===== config.mk =====
export PLATFORM = sky130hd
export DESIGN_NAME = muldiv_ctrl
export DESIGN_NICKNAME = d
export VERILOG_FILES = /design/src/rtl/muldiv_ctrl_pkg.sv /design/src/rtl/muldiv_ctrl_hilo_reg.sv /design/src/rtl/muldiv_ctrl.sv
export SDC_FILE = /design/constraint.sdc
export NUM_CORES = 1
export LEC_CHECK = 0
export BUFFER_PORTS_ARGS = -buffer_cell sky130_fd_sc_hd__buf_2
export CORE_AREA = 4 4 102 104
export DETAILED_ROUTE_END_ITERATION = 10
export DIE_AREA = 0 0 106 108
export PLACE_DENSITY_LB_ADDON = 0.1
export SYNTH_ARGS = -nofsm -noshare
export SYNTH_HDL_FRONTEND = slang
export SYNTH_SLANG_ARGS = --single-unit

===== constraint.sdc =====
create_clock -name clk -period 6.18 [get_ports clk]
set_clock_uncertainty 0.05 [all_clocks]
set_input_delay 0.618 -clock clk [delete_from_list [all_inputs] [get_ports clk]]
set_output_delay 0.618 -clock clk [all_outputs]
set_load 0.05 [all_outputs]

===== src/rtl/muldiv_ctrl_pkg.sv =====
// HI/LO unit shared definitions: op encodings and controller states.
// Imported by the HI/LO controller and its storage sub-module.
package muldiv_ctrl_pkg;

  localparam logic [2:0] OP_MULT  = 3'd0;
  localparam logic [2:0] OP_MULTU = 3'd1;
  localparam logic [2:0] OP_DIV   = 3'd2;
  localparam logic [2:0] OP_DIVU  = 3'd3;
  localparam logic [2:0] OP_MTHI  = 3'd4;
  localparam logic [2:0] OP_MTLO  = 3'd5;

  localparam logic [1:0] ST_IDLE = 2'd0;
  localparam logic [1:0] ST_BUSY = 2'd1;
  localparam logic [1:0] ST_DONE = 2'd2;

  function automatic logic is_div_op(input logic [2:0] op);
    return (op == OP_DIV) || (op == OP_DIVU);
  endfunction

endpackage


===== src/rtl/muldiv_ctrl_hilo_reg.sv =====
// HI/LO architectural register pair with independent write enables.
// Ports: clk/rst, hi_we_i/lo_we_i, hi_d_i/lo_d_i in; hi_o/lo_o out.
module muldiv_ctrl_hilo_reg (
  input  logic        clk,
  input  logic        rst,
  input  logic        hi_we_i,
  input  logic        lo_we_i,
  input  logic [31:0] hi_d_i,
  input  logic [31:0] lo_d_i,
  output logic [31:0] hi_o,
  output logic [31:0] lo_o
);

  logic [31:0] hi_q;
  logic [31:0] lo_q;

  always_ff @(posedge clk or posedge rst) begin
    if (rst) begin
      hi_q <= '0;
      lo_q <= '0;
    end else begin
      if (hi_we_i) hi_q <= hi_d_i;
      if (lo_we_i) lo_q <= lo_d_i;
    end
  end

  assign hi_o = hi_q;
  assign lo_o = lo_q;

endmodule


===== src/rtl/muldiv_ctrl.sv =====
// HI/LO controller: commits MULT/MT* at once, sequences external divider.
// Ports: op/operands/flush/hold in; divider handshake, stall, hi/lo out.
module muldiv_ctrl
  import muldiv_ctrl_pkg::*;
#(
  parameter int DIV_TIMEOUT = 40
) (
  input  logic        clk,
  input  logic        rst,
  input  logic        op_valid,
  input  logic [2:0]  op,
  input  logic [31:0] src_a,
  input  logic [31:0] src_b,
  input  logic        flush,
  input  logic        pipe_hold,
  input  logic [63:0] mul_result,
  output logic        mul_sign,
  output logic        div_start,
  output logic        div_sign,
  output logic        div_abort,
  input  logic        div_done,
  input  logic [63:0] div_result,
  output logic        muldiv_stall,
  output logic [31:0] hi,
  output logic [31:0] lo,
  output logic        div_timeout_err
);

  localparam int CW = (DIV_TIMEOUT < 2) ? 1
                    : $clog2(DIV_TIMEOUT + 1);
  localparam logic [CW-1:0] CNT_LAST = CW'(DIV_TIMEOUT - 1);

  logic [1:0]    state_q, state_d;
  logic [CW-1:0] cnt_q, cnt_d;
  logic          sign_q, sign_d;
  logic          err_q, err_d;

  logic          accept;
  logic          start, abort, stall;
  logic          hi_we, lo_we;
  logic [31:0]   hi_wd, lo_wd;

  // Divisor only travels to the external divider.
  logic          unused_src_b;
  assign unused_src_b = ^src_b;

  assign accept = op_valid & ~flush;

  always_comb begin
    state_d = state_q;
    cnt_d   = cnt_q;
    sign_d  = sign_q;
    err_d   = err_q;
    start   = 1'b0;
    abort   = 1'b0;
    stall   = 1'b0;
    hi_we   = 1'b0;
    lo_we   = 1'b0;
    hi_wd   = src_a;
    lo_wd   = src_a;
    case (state_q)
      ST_IDLE: begin
        cnt_d = '0;
        if (accept) begin
          case (op)
            OP_DIV, OP_DIVU: begin
              start   = 1'b1;
              stall   = 1'b1;
              sign_d  = (op == OP_DIV);
              state_d = ST_BUSY;
            end
            OP_MULT, OP_MULTU: begin
              hi_we = 1'b1;
              lo_we = 1'b1;
              hi_wd = mul_result[63:32];
              lo_wd = mul_result[31:0];
            end
            OP_MTHI: hi_we = 1'b1;
            OP_MTLO: lo_we = 1'b1;
            default: ;
          endcase
        end
      end
      ST_BUSY: begin
        cnt_d = cnt_q + CW'(1);
        stall = 1'b1;
        // Flush beats a same-cycle done; done beats the watchdog.
        if (flush) begin
          abort   = 1'b1;
          state_d = ST_IDLE;
        end else if (div_done) begin
          hi_we   = 1'b1;
          lo_we   = 1'b1;
          hi_wd   = div_result[63:32];
          lo_wd   = div_result[31:0];
          stall   = 1'b0;
          state_d = ST_DONE;
        end else if (cnt_q == CNT_LAST) begin
          abort   = 1'b1;
          err_d   = 1'b1;
          state_d = ST_IDLE;
        end
      end
      ST_DONE: begin
        // Divide result already committed; wait for EX to move on.
        if (flush || !pipe_hold) state_d = ST_IDLE;
      end
      default: state_d = ST_IDLE;
    endcase
  end

  always_ff @(posedge clk or posedge rst) begin
    if (rst) begin
      state_q <= ST_IDLE;
      cnt_q   <= '0;
      sign_q  <= 1'b0;
      err_q   <= 1'b0;
    end else begin
      state_q <= state_d;
      cnt_q   <= cnt_d;
      sign_q  <= sign_d;
      err_q   <= err_d;
    end
  end

  muldiv_ctrl_hilo_reg u_hilo (
    .clk     (clk),
    .rst     (rst),
    .hi_we_i (hi_we & ~rst),
    .lo_we_i (lo_we & ~rst),
    .hi_d_i  (hi_wd),
    .lo_d_i  (lo_wd),
    .hi_o    (hi),
    .lo_o    (lo)
  );

  // Handshake outputs are forced quiet while reset is held.
  assign div_start       = start & ~rst;
  assign div_abort       = abort & ~rst;
  assign muldiv_stall    = stall & ~rst;
  // Divider samples the sign together with the start pulse.
  assign div_sign        = div_start ? (op == OP_DIV) : sign_q;
  assign mul_sign        = (op == OP_MULT);
  assign div_timeout_err = err_q;

endmodule


After elaboration in Yosys (flattened, before gate mapping)
Cells that the tools add are included.
{"block": "totals", "regBits": 74, "inputBits": 201, "out_inout_bits": 70, "wordCells": 77}
{"block": "classes", "n_addsub": 1, "eq_ne": 12, "mux": 37, "n_bitwise": 9, "reduce_logical": 12}
{"cell": "32-bit 2-to-1 mux", "n": 8}
{"cell": "32-bit case mux with 2 select lines", "n": 2}
{"cell": "1-bit 2-to-1 mux", "n": 16}
{"cell": "2-bit 2-to-1 mux", "n": 6}
{"cell": "6-bit case mux with 2 select lines", "n": 1}
{"cell": "4-bit AND reduction", "n": 2}
{"cell": "6-bit by 1-bit adder with 6-bit output (second input constant)", "n": 1}
{"cell": "1-bit AND", "n": 6}
{"cell": "3-bit by 2-bit == test with 1-bit output (second input constant)", "n": 2}
{"cell": "3-bit == test (second input constant)", "n": 2}
{"cell": "6-bit == test (second input constant)", "n": 1}
{"cell": "1-bit case mux with 2 select lines", "n": 3}
{"cell": "2-bit case mux with 3 select lines", "n": 1}
{"cell": "3-bit OR reduction", "n": 2}
{"cell": "2-bit inequality test (second input constant)", "n": 2}
{"cell": "4-bit inequality test (second input constant)", "n": 1}
{"cell": "2-bit OR reduction", "n": 2}
{"cell": "3-bit by 1-bit == test with 1-bit output (second input constant)", "n": 1}
{"cell": "3-bit logical NOT", "n": 1}
{"cell": "1-bit NOT", "n": 3}
{"cell": "3-bit AND reduction", "n": 1}
{"cell": "2-bit by 1-bit == test with 1-bit output (second input constant)", "n": 1}
{"cell": "2-bit == test (second input constant)", "n": 1}
{"cell": "2-bit logical NOT", "n": 1}
{"cell": "other kinds (4)", "n": 4}

Logic depth before layout (Yosys ltp)
{"block": "logic_depth", "depth_word": 7, "mapped_depth": 6, "ltp_nobuf": 5}

Cells and area by module
From an unflattened synthesis, not the netlist that was laid out.
{"block": "unflattened", "cells_unflattened": 356, "hier_area_um2": 4584.4}
{"module": "muldiv_ctrl_hilo_reg", "n_inst": 1, "cells_per_inst": 137, "area_per_inst_um2": 2693.8}
{"module": "muldiv_ctrl", "n_inst": 1, "cells_per_inst": 219, "area_per_inst_um2": 1890.6}

Worst setup path after synthesis
OpenSTA, ideal clock, no wires.
{"block": "synth_path", "path_kind": "input-to-output", "startpoint": "input flush", "endpoint": "output div_sign", "t_arrival_ns": 2.912, "required_time_ns": 5.512, "setup_slack_ns": 2.600, "path_stages": 5, "n_path_buf": 1, "cell_sequence": "buf_6 -> nor4b_1 -> nand3b_1 -> nor2_1 -> mux2i_1"}
{"block": "synth_between", "elab_chain_cells": 6}
{"item": "start: declaration", "line_no": "muldiv_ctrl.sv:14", "source": "input logic flush,"}
{"item": "1-bit NOT (no line)"}
{"item": "1-bit AND", "line_no": "muldiv_ctrl.sv:47", "source": "assign accept = op_valid & ~flush;"}
{"item": "1-bit 2-to-1 mux", "line_no": "muldiv_ctrl.sv:64", "source": "if (accept) begin"}
{"item": "1-bit 2-to-1 mux", "line_no": "muldiv_ctrl.sv:61", "source": "case (state_q)"}
{"item": "1-bit AND", "line_no": "muldiv_ctrl.sv:138", "source": "assign div_start = start & ~rst;"}
{"item": "net div_start", "line_no": "muldiv_ctrl.sv:18", "source": "output logic div_start,"}
{"item": "1-bit 2-to-1 mux", "line_no": "muldiv_ctrl.sv:142", "source": "assign div_sign = div_start ? (op == OP_DIV) : sign_q;"}
{"item": "end: declaration", "line_no": "muldiv_ctrl.sv:19", "source": "output logic div_sign,"}
The timed path passes the listed nets, and every way through them passes these cells.

Worst setup path in the final report
{"block": "layout_path", "startpoint": "register state_q[1]", "endpoint": "register u_hilo.hi_q[10], in the netlist u_hilo.hi_o[10]"}
{"block": "layout_between", "elab_chain_cells": 3, "word_cells_on_any_way": 5}
{"item": "start: declaration", "line_no": "muldiv_ctrl.sv:33", "source": "logic [1:0] state_q, state_d;"}
{"item": "start signal: assignment", "line_no": "muldiv_ctrl.sv:119", "source": "state_q <= state_d;"}
{"item": "2-bit by 1-bit == test with 1-bit output or 2-bit logical NOT (tied branches)", "line_no": "muldiv_ctrl.sv:61"}
{"item": "1-bit case mux with 2 select lines", "line_no": "muldiv_ctrl.sv:61"}
{"item": "1-bit AND", "line_no": "muldiv_ctrl.sv:129", "source": ".hi_we_i (hi_we & ~rst),"}
{"item": "end signal: assignment", "line_no": "muldiv_ctrl_hilo_reg.sv:22", "source": "if (hi_we_i) hi_q <= hi_d_i;"}
{"item": "end: declaration", "line_no": "muldiv_ctrl_hilo_reg.sv:14", "source": "logic [31:0] hi_q;"}
Parallel ways exist; a longest one is shown, timed or not.
A chain may end at the register's enable or synchronous reset.

==> metrics.md <==
| Metric | Value |
|---|---|
| Status | complete, but fails checks |
| Failing checks | design-rule violations |
| GR Overflow Total | 0 |
| First-pass GRT wire length | between 15 and 20 mm |
| Via count | between 3000 and 4000 |
| Row cnt | 36 |
| CTS tree | built |
| Post-Syn Area | 3980 sq um |
| H-tree depth | 3 |
| CP max-delay cell | nor3_4 |
| Clk pin slew, worst setup/hold paths | about 0.09 ns |
| Slew margin rel. | 0.252 |
| WL final | 12.3 mm |
| Die width | 106 um |
| Commonest cells after routing, fill and taps aside | 238 x buf_2, 74 x dfrtp_1, 65 x inv_1, 65 x mux2i_1, 64 x a222oi_1 |
| Worst Path Max Fanout | 34 |
| Clock share of power | 0.171 |
| CP max stage delay | around 0.86 ns |
| Initial antenna violation count | 0 |
| Share of cells above drive strength 1 | 0.464 |
| Net Sw Power | 0.993 mW |
| Final-report max-slew violation count | 0 |
| Final #Nets | 777 |
| Router iterations before antenna repair | 11 |
| Final hold violations | 0 |
| Final Wtd Congestion | 0.823 |
| Synthesized flop and latch total | 74 |
| CP Capture Type | flip-flop |
| Largest net degree at the start of global routing | 75 |
| Final setup fails | 0 |
| Antenna cells | 0 |
| Worst min-delay path category | flip-flop to flip-flop |
| Hold Slack | 0.444 ns |
| Count of input and output buffers | 238 |
| Worst endpoint required time | 6.39 ns |
| Seq/Total Area, Yosys | 0.466 |
| CP Data Arrival Time | around 3.3 ns |
| Leakage | ~3.1 nW |
| Internal | 1.03 mW |
| Cell Chain, Critical Path | or4b_4, nor3_4, buf_4, a222oi_1, mux2i_1 |
| Post-CTS sizing | 0 |
| Crit path max-delay family | simple AND/OR/NAND/NOR gates |
| Layout area overhead | 35.0% |
| Place WS | 3.01 ns |
| Routed len/inst | 17.2 um |
| Longest Clk Path Bufs | 2 |
| Post-CTS setup buffers | 0 |
| WS Path Type | flip-flop to flip-flop |
| CTS Buf Count | 9 |
| Sink Count | 74 |
| Detailed placement HPWL | 9.21 mm |
| Fin crit share | 0.501 |
| Die height | approximately 110 um |
| Vias in the first global route | 3713 |
| Reg2Reg Setup Slack | 3.08 ns |
| Die footprint | 11400 sq um |
| CTS Hold Bufs | 0 |
| I/O pins | 271 |
| Clock latency reported for the late side of the worst-skew pair | 0.34 ns |
| Min setup slack post-route | ~3 ns |
| GR Util All Layers | 0.206 |
| Initial DRC Count | 577 |
| Post-synthesis cell type count | 39 |
| Cell count after synthesis | 347 |
| Mean post-synth cell area | 11.5 sq um |
| Combinational share of power | 0.485 |
| Cell Pwr Density | 377 nW/um^2 |
| Vias per cell | 5.36 |
| Sequential power share | 0.344 |
| Crit path time final | just over 3 ns |
| Initial Util | 0.416 |
| CP startpoint kind | flip-flop |
| Maxcap violations | 0 |
| Worst-Margin Slew | around 1.1 ns |
| Core area | roughly 9500 sq um |
| Net Sw Frac | 0.490 |
| Post-route ant nets | 0 |
| Max frequency | 323 MHz |
| Residual DRC count | 2 |
| Max VDD drop | 0.155 mV |
| Root Driver | clkbuf_8 |
| Synth Net Count | roughly 550 |
| Commonest non-fill, non-tap cell in the layout | buf_2 |
| Setup TNS | 0 ns |
| Worst path bufs/invs | 1 |
| RSZ-0062 raised after global routing | false |
| Yosys warns | 0 |
area by class of cell:
type,count,area [sq um]
Clock inverter,4,26.3
Fill cell,869,4180
Multi-Input combinational cell,180,1680
Inverter,66,248
Tap cell,133,166
Timing Repair Buffer,244,1240
Clock buffer,12,155
Sequential cell,74,1850
path summary, 6_finish.rpt:
path | from | to | cells past startpoint
max reg2reg | state_q[1] | u_hilo.hi_o[10] | 5
min | div_timeout_err | div_timeout_err | 1
min in group asynchronous | rst | sign_q | 3
min reg2reg | div_timeout_err | div_timeout_err | 1
max in group asynchronous | rst | u_hilo.hi_o[31] | 3
max | state_q[1] | u_hilo.hi_o[10] | 5
cells by family after synthesis:
group,synth area share
buffers and inverters,0.118
AO/OA/AOI/OAI,0.187
flip-flops,0.466
multiplexers,0.167
AND/OR/NAND/NOR,0.0551
XOR/XNOR,0.00441
adder cells (fa/ha/maj),0.00315
stage by stage:
stage / cells / utilization / power (mW) / area (sq um)
3_3_place_gp: 697 / 0.543 / 1.68 / 5190
4_1_cts: 713 / 0.562 / 2.05 / 5370
6_report: 713 / 0.562 / 2.03 / 5370
2_1_floorplan: 347 / - / 1.42 / 3980
3_5_place_dp: 697 / 0.543 / 1.70 / 5190
5_1_grt: 713 / 0.562 / 2.14 / 5370
power groups by stage:
| stage | Combinational (mW) | Clock (mW) | Sequential, mW |
|---|---|---|---|
| 3_5_place_dp | 0.992 | 0 | 0.707 |
| 5_1_grt | 1.04 | 0.382 | 0.715 |
| 2_1_floorplan | 0.200 | 0 | 1.22 |
| 3_3_place_gp | 0.981 | 0 | 0.702 |
| 4_1_cts | 0.993 | 0.363 | 0.698 |
| 6_report | 0.983 | 0.346 | 0.697 |
per-layer routing:
| layer | part of all wire | global-route usage |
|---|---|---|
| met5 | 0 | 0 |
| met4 | 0.013 | 0.0629 |
| met3 | 0.081 | 0.0400 |
| met2 | 0.51 | 0.359 |
| met1 | 0.40 | 0.261 |
registers in the layout, indices dropped and copies added, names as in the netlist:
signal	count
u_hilo.hi_o	32
u_hilo.lo_o	32
cnt_q	6
state_q	2
div_timeout_err	1
sign_q	1
worst reg2reg max path, delay by kind of cell, from the launching register on:
kind	cells	cell delay, ns
buf+inv	1	0.50
compound gates	1	0.20
mux	1	0.19
flops	1	0.57
simple gates	2	1.50
Yosys cell counts, drive strengths merged:
cell type  count  area, sq um
nand4b         1         8.76
nor2           9         33.8
a21o           2         15.0
ha             1         12.5
a21oi          3         15.0
nor3           6         51.3
a222oi        64          641
a31o           1         8.76
and4bb         1         12.5
o21ai          3         15.0
a21boi         1         7.51
o41ai          1         8.76
nand3b         2         15.0
a22o           2         17.5
clkbuf         4         22.5
nor2b          2         12.5
nor4b          1         8.76
buf           23          199
nand2b         1         6.26
xnor2          1         8.76
nand2          3         11.3
inv           66          248
or4b           2         23.8
mux2i         65          651
dfrtp         74         1850
nand3          2         10.0
xor2           1         8.76
or2b           1         7.51
o2bb2ai        1         15.0
mux2           1         11.3
and4b          1         10.0
and2b          1         7.51
Note: power is estimated with default switching activity, not from simulation.
